### config.mk
export PLATFORM = sky130hd
export DESIGN_NAME = wb_stage
export DESIGN_NICKNAME = d
export VERILOG_FILES = /design/src/rtl/wb_stage.sv
export SDC_FILE = /design/constraint.sdc
export NUM_CORES = 1
export LEC_CHECK = 0
export CORE_ASPECT_RATIO = 1.5
export CORE_MARGIN = 4
export CORE_UTILIZATION = 40
export DETAILED_ROUTE_END_ITERATION = 12
export PLACE_DENSITY = 0.87
export SLEW_MARGIN = 25
export SYNTH_ARGS = -nofsm -noshare
export SYNTH_HDL_FRONTEND = slang
export SYNTH_SLANG_ARGS = --single-unit
export TNS_END_PERCENT = 10
### constraint.sdc
create_clock -name clk -period 1.5 [get_ports clk]
set_clock_uncertainty 0.1 [all_clocks]
set_input_delay 0.225 -clock clk [delete_from_list [all_inputs] [get_ports clk]]
set_output_delay 0.225 -clock clk [all_outputs]
set_load 0.02 [all_outputs]
### src/rtl/wb_stage.sv
`default_nettype none
// ============================================================================
// Module   : wb_stage
// Brief    : Pipeline writeback stage. Issues register writes for ALU results
//            and load responses (aligned and extended), and stalls upstream
//            while a load is in flight.
// Revision : 1.0  initial release
// ============================================================================
module wb_stage #(
    parameter int DW = 32,
    parameter int AW = 5
) (
    input  logic          clk,
    input  logic          reset_n,
    input  logic          mem_valid,
    input  logic          mem_wreg,
    input  logic [AW-1:0] mem_waddr,
    input  logic [DW-1:0] mem_wdata,
    input  logic          mem_is_load,
    input  logic [2:0]    mem_load_type,
    input  logic [1:0]    mem_byte_off,
    input  logic          flush,
    input  logic          dmem_rvalid,
    input  logic [DW-1:0] dmem_rdata,
    output logic          wb_stall,
    output logic          wb_we,
    output logic [AW-1:0] wb_waddr,
    output logic [DW-1:0] wb_wdata,
    output logic          wb_retire,
    output logic          wb_misalign
);

    localparam logic [2:0] C_LB  = 3'b000;
    localparam logic [2:0] C_LH  = 3'b001;
    localparam logic [2:0] C_LW  = 3'b010;
    localparam logic [2:0] C_LBU = 3'b100;
    localparam logic [2:0] C_LHU = 3'b101;

    typedef enum logic [0:0] {
        S_IDLE = 1'b0,
        S_WAIT = 1'b1
    } state_t;

    state_t        state_q, state_d;
    logic          ld_wreg_q, ld_wreg_d;
    logic [AW-1:0] ld_waddr_q, ld_waddr_d;
    logic [2:0]    ld_type_q, ld_type_d;
    logic [1:0]    ld_off_q, ld_off_d;

    logic          we_q, we_d;
    logic [AW-1:0] waddr_q, waddr_d;
    logic [DW-1:0] wdata_q, wdata_d;
    logic          retire_q, retire_d;
    logic          misalign_q, misalign_d;

    logic [DW-1:0] w_shifted;
    logic [7:0]    w_byte;
    logic [15:0]   w_half;
    logic [DW-1:0] w_aligned;
    logic          w_load_ok;

    // Byte lane select by shifting; halfword lanes are picked by the upper offset bit.
    assign w_shifted = dmem_rdata >> {ld_off_q, 3'b000};
    assign w_byte    = w_shifted[7:0];
    assign w_half    = ld_off_q[1] ? dmem_rdata[31:16] : dmem_rdata[15:0];

    always_comb begin
        w_aligned = dmem_rdata;
        w_load_ok = 1'b0;
        case (ld_type_q)
            C_LB: begin
                w_aligned = {{24{w_byte[7]}}, w_byte};
                w_load_ok = 1'b1;
            end
            C_LBU: begin
                w_aligned = {24'd0, w_byte};
                w_load_ok = 1'b1;
            end
            C_LH: begin
                w_aligned = {{16{w_half[15]}}, w_half};
                w_load_ok = ~ld_off_q[0];
            end
            C_LHU: begin
                w_aligned = {16'd0, w_half};
                w_load_ok = ~ld_off_q[0];
            end
            C_LW: begin
                w_aligned = dmem_rdata;
                w_load_ok = (ld_off_q == 2'b00);
            end
            default: begin
                w_aligned = dmem_rdata;
                w_load_ok = 1'b0;
            end
        endcase
    end

    always_comb begin
        state_d    = state_q;
        ld_wreg_d  = ld_wreg_q;
        ld_waddr_d = ld_waddr_q;
        ld_type_d  = ld_type_q;
        ld_off_d   = ld_off_q;
        we_d       = 1'b0;
        waddr_d    = waddr_q;
        wdata_d    = wdata_q;
        retire_d   = 1'b0;
        misalign_d = 1'b0;

        if (flush) begin
            state_d    = S_IDLE;
            ld_wreg_d  = 1'b0;
            ld_waddr_d = '0;
            ld_type_d  = '0;
            ld_off_d   = '0;
        end else begin
            case (state_q)
                S_IDLE: begin
                    if (mem_valid) begin
                        if (mem_is_load) begin
                            ld_wreg_d  = mem_wreg;
                            ld_waddr_d = mem_waddr;
                            ld_type_d  = mem_load_type;
                            ld_off_d   = mem_byte_off;
                            state_d    = S_WAIT;
                        end else begin
                            we_d     = mem_wreg && (mem_waddr != '0);
                            waddr_d  = mem_waddr;
                            wdata_d  = mem_wdata;
                            retire_d = 1'b1;
                        end
                    end
                end
                S_WAIT: begin
                    if (dmem_rvalid) begin
                        state_d  = S_IDLE;
                        retire_d = 1'b1;
                        if (w_load_ok) begin
                            we_d    = ld_wreg_q && (ld_waddr_q != '0);
                            waddr_d = ld_waddr_q;
                            wdata_d = w_aligned;
                        end else begin
                            misalign_d = 1'b1;
                        end
                    end
                end
                default: state_d = S_IDLE;
            endcase
        end
    end

    always_ff @(posedge clk) begin
        if (!reset_n) begin
            state_q    <= S_IDLE;
            ld_wreg_q  <= 1'b0;
            ld_waddr_q <= '0;
            ld_type_q  <= '0;
            ld_off_q   <= '0;
            we_q       <= 1'b0;
            waddr_q    <= '0;
            wdata_q    <= '0;
            retire_q   <= 1'b0;
            misalign_q <= 1'b0;
        end else begin
            state_q    <= state_d;
            ld_wreg_q  <= ld_wreg_d;
            ld_waddr_q <= ld_waddr_d;
            ld_type_q  <= ld_type_d;
            ld_off_q   <= ld_off_d;
            we_q       <= we_d;
            waddr_q    <= waddr_d;
            wdata_q    <= wdata_d;
            retire_q   <= retire_d;
            misalign_q <= misalign_d;
        end
    end

    assign wb_stall    = (state_q == S_WAIT);
    assign wb_we       = we_q;
    assign wb_waddr    = waddr_q;
    assign wb_wdata    = wdata_q;
    assign wb_retire   = retire_q;
    assign wb_misalign = misalign_q;

endmodule
`default_nettype wire

; ---- After elaboration in Yosys (flattened, before gate mapping)
; Index checks and enable logic that the tools add are counted.
[classes]
eq_ne = 8
shift = 1
muxes = 27
bitwise_logic = 5
reduce_logical = 12
[op_table]
columns = operator, n
row1 = 32-bit 2-to-1 mux, 4
row2 = 32-bit one-hot mux with 4 select lines, 1
row3 = 32-bit one-hot mux with 2 select lines, 1
row4 = 32-bit by 5-bit >> shifter with 8-bit output, 1
row5 = 5-bit 2-to-1 mux, 4
row6 = 16-bit 2-to-1 mux, 1
row7 = 1-bit 2-to-1 mux, 11
row8 = 5-bit one-hot mux with 2 select lines, 1
row9 = 5-bit nonzero test, 2
row10 = 3-bit == test (second input constant), 2
row11 = 2-bit inequality test (second input constant), 3
row12 = 1-bit one-hot mux with 2 select lines, 3
row13 = 2-bit OR reduction, 3
row14 = 1-bit NOT, 5
row15 = 5-bit AND reduction, 1
row16 = 4-bit OR reduction, 1
row17 = 3-bit by 1-bit == test with 1-bit output (second input constant), 1
row18 = 3-bit by 2-bit == test with 1-bit output (second input constant), 1
row19 = 3-bit zero test, 1
row20 = 1-bit one-hot mux with 3 select lines, 1
row21 = 3-bit AND reduction, 1
row22 = 1-bit logical AND, 2
row23 = 2-bit zero test, 1
row24 = 2-bit by 1-bit inequality test with 1-bit output (second input constant), 1
[word_totals]
reg_bits = 52
in_bits = 81
output_inout_bits = 41
wordCells = 63

; ---- Depth between registers and ports, before layout
[logic_depth]
ltp_word = 6
ltp_mapped = 6
ltp_nobuf = 4

; ---- Worst setup path after synthesis
; Ideal clock, no wire load.
[synth_timing]
kind = reg2reg
from = register state_q (netlist: wb_stall)
to = register wdata_q[15] (netlist: wb_wdata[15])
setup_time_ns = 0.091
arrival_time_ns = 1.565
setup_slack_ns = -0.256
stages_incl_launch_ff = 6
period_less_slack_ns = 1.756
cell_sequence = dfxtp_1 > buf_2 > buf_2 > buf_1 > o311ai_0 > a311oi_1
[synth_between]
elab_chain_cells = 3
word_cells_on_any_way = 7
[synth_lines]
columns = item, line
row1 = from (decl), 44  ; state_t state_q, state_d;
row2 = from (signal assigned), 165  ; state_q <= state_d;
row3 = 1-bit NOT (no source line), -
row4 = 2-bit inequality test (no source line), -
row5 = 5-bit AND reduction (no source line), -
row6 = to (signal assigned), 172  ; wdata_q <= wdata_d;
row7 = to (decl), 52  ; logic [DW-1:0] wdata_q, wdata_d;
; Parallel ways exist; a longest one is shown, timed or not.
; A chain may end at the register's enable or synchronous reset.

; ---- Worst setup path in the final report
[layout_timing]
from = register ld_off_q[1]
to = register wdata_q[9] (netlist: wb_wdata[9])
[layout_between]
elab_chain_cells = 5
word_cells_on_any_way = 10
[layout_lines]
columns = item, line
row1 = from (decl), 48  ; logic [1:0] ld_off_q, ld_off_d;
row2 = from (signal assigned), 169  ; ld_off_q <= ld_off_d;
row3 = 32-bit by 5-bit >> shifter with 8-bit output or 16-bit 2-to-1 mux (tied branches), "63, 65"
row4 = 32-bit one-hot mux with 4 select lines, 70  ; case (ld_type_q)
row5 = 32-bit 2-to-1 mux, 138  ; if (w_load_ok) begin
row6 = 32-bit 2-to-1 mux, 135  ; if (dmem_rvalid) begin
row7 = 32-bit one-hot mux with 2 select lines, 117  ; case (state_q)
; Parallel ways exist; a longest one is shown, timed or not. The select of a mux whose other input is x is not followed.

==> metrics.cfg <==
[run_status]
status = finished with violations
violations = setup timing

[logic_synthesis]
synthArstFlopShare_pct = 0
syn_avg_cell_area_um2 = 8.78
synth_edf_count = 0
synth.yosys.seq_area_share_pct = 33.1
synth_area_um2 = 3140
yosysUniqueCellTypes = 55
synth-warning-count = 0
syn_inst = 358
synth_seq_cells = 52
synth_top_area_share_pct = 33.1
synth_nets = 439
synth_ff_type = dfxtp_1
yosysTopAreaCell = dfxtp_1
yosys-top-cells-area = dfxtp_1 (33%), mux2i_1 (6.7%), o221ai_1 (6.4%)

[critical_path]
crit_family = flip-flops
startpoint_type = register
worstPathArrival_ps = 1900
critPathMaxFanout = 13
crit_slowest_cell = dfxtp_4
critPathKind = register to register
crit_required_ps = 1560
slowest_delay_ps = 420
critPathBufInv = 3
crit_top_cell = buf_12
worstPathCellList = buf_6, nor4_4, o2111a_2, buf_12, buf_12, nor3_1, a311oi_2
cp-end-kind = register

[sta]
setup_viol = 48
post-route-period-util_pct = 123
period_needed_ps = 1840
fmax_mhz = 544
hold_viol = 0
rsz0062_at_grt = true
report.final.slew_viol_count = 0
tightest_slew_ps = 433
max_slew_margin_pct = 70.9
tns_ps = -8560
worst_slack_ps = -338

[clock_tree]
clk_pin_slew_ps = 70
htreeDepth = 2
cts_tree = done
root_buffer = clkbuf_16
worst_skew_pair.late_latency_ps = 290
cts-buffers-inserted = 5
clock-sinks = 52
cts_buffer_depth = 2

[floorplanning]
core_area_um2 = 7660
row_count = 39
die_x_um = 80.4
dieArea_um2 = 9370
ioPinCount = 122
start_util_pct = 41.0
die_h_um = 117

[layout]
drive_gt1_share_pct = 25.3
layout.nets = 597
insertedDiodeCount = 0
layout_common_cells = clkdlybuf4s50_1 (80), buf_4 (55), nand2_1 (52)
syn2layout_area_growth_pct = 64.5
final_common_cell = clkdlybuf4s50_1
finalNonFillerCells = 619
fin_area_um2 = 5170

[flow_run]
cap_violations = 0

[global_routing]
grt_max_degree = 42
grt_usage_pct = 26.8
grt.overflow.total = 0
grt_pass1_wl_um = 19500
antenna_found_initial = 0
grt_pass1_vias = 3782

[power_and_ir_drop]
powerDensity_nw_per_um2 = 717
p_switching_mw = 0.998
pwr-share-clk_pct = 35.9
power_frac_comb_pct = 24.3
internal_power_mw = 2.71
leakagePower_nw = 2.17
pwr-share-seq_pct = 39.8
switching_share_pct = 26.9
vdd_drop_max_v = 0.000442

[placed_design]
post-place-ws_ps = -502
hpwl_um = 9000
gp_congestion = 0.940
placed_area_um2 = 4860
dp_cells = 606
port_buffers = 121

[route]
wl_um = 12700
drc = 0
wl_met3_um = 790
via_count = 3744
drt_iter0_markers = 430
firstDrtPassIters = 5
ant_nets = 0
avgViaCountPerCell = 6.05
wl_met1_um = 4530
dr_wl_met2_um = 6640
wire_per_inst_um = 20.5
top_layer = met4

[min_path]
hold_class = register to register

==> path summary, 6_finish.rpt <==
kind / from / endpoint / slack, ps / cells after the start
setup / recovery: ld_off_q[1] / wb_wdata[9] / -340 / 7
setup reg to reg: ld_off_q[1] / wb_wdata[9] / -340 / 7
hold reg to reg: wb_wdata[5] / wb_wdata[5] / 370 / 2
hold / removal: wb_wdata[5] / wb_wdata[5] / 370 / 2
==> sequential cells by signal (all words and copies together) (netlist names) <==
register	cells
ld_off_q	2
ld_type_q	3
ld_waddr_q	5
ld_wreg_q	1
wb_misalign	1
wb_retire	1
wb_stall	1
wb_waddr	5
wb_wdata	32
wb_we	1
==> stage by stage <==
| stage | power, mW | hold WS, ps | util, % |
|---|---|---|---|
| after CTS | 3.69 | 367 | 67.2 |
| after detailed placement | 2.38 | 358 | 63.4 |
| after global routing | 3.84 | 384 | 67.5 |
| after global placement | 2.36 | 354 | 63.4 |
| after floorplan | 1.88 | 257 | - |
| final | 3.70 | 370 | 67.5 |
==> area by class of cell <==
type | instances | area, µm²
timing repair buffer | 189 | 1800
clock buffer | 5 | 125
clock inverter | 3 | 46.3
inverter | 10 | 37.5
sequential | 52 | 1060
fill | 592 | 2490
tap | 102 | 128
multi-input combinational | 258 | 1980
==> Yosys cell counts (2+ instances only) <==
cell / n
a211o_1: 2
a211oi_1: 5
a21oi_1: 7
a22o_1: 2
a311oi_1: 5
a31o_2: 5
a32oi_1: 2
buf_1: 3
buf_2: 10
buf_4: 5
buf_6: 4
clkbuf_1: 17
dfxtp_1: 52
inv_1: 10
mux2_2: 8
mux2i_1: 21
nand2_1: 52
nand2b_1: 12
nor2_1: 16
nor2b_1: 4
nor3_1: 12
o21ai_0: 6
o221ai_1: 23
o22ai_1: 20
o22ai_2: 10
o311a_1: 16
==> worst reg2reg max path, delay by kind of cell, from the launching register on <==
family / cells / cell delay, ps
buf+inv: 3 / 410
simple gates: 2 / 390
compound gates: 2 / 390
flops: 1 / 420
==> routing by layer <==
metal  vias to the layer above  global-route usage (%)
met4                         0                    16.0
met3                        49                    3.94
met2                       220                    47.9
met1                      1786                    29.7
li1                       1689                       -
met5                         -                       0
==> power by group through the flow <==
stage	Combinational [mW]	Clock [mW]	Sequential (mW)
2_1_floorplan	0.326	0	1.56
3_3_place_gp	0.859	0	1.51
3_5_place_dp	0.876	0	1.51
4_1_cts	0.877	1.34	1.47
5_1_grt	0.952	1.41	1.48
6_report	0.901	1.33	1.47
==> logic make-up (layout without fill, tap and decap cells) <==
logic type | count (synthesis) | count (layout) | synth area share [%]
AOI/OAI and AO/OA | 118 | 118 | 31.9
buffers and inverters | 49 | 207 | 7.80
and+or+nand+nor | 109 | 109 | 17.2
muxes | 30 | 31 | 10.0
DFF | 52 | 52 | 33.1
==> repair_timing <==
action | 4_1_cts | 5_1_grt
hold buffers | 0 | 0
pin swaps | 10 | 4
resized for setup | 62 | 10
buffers inserted | 4 | 0
gates cloned | 2 | 0
endpoints found under the setup margin | 89 | 49
Power figures use the tool's default switching activity.
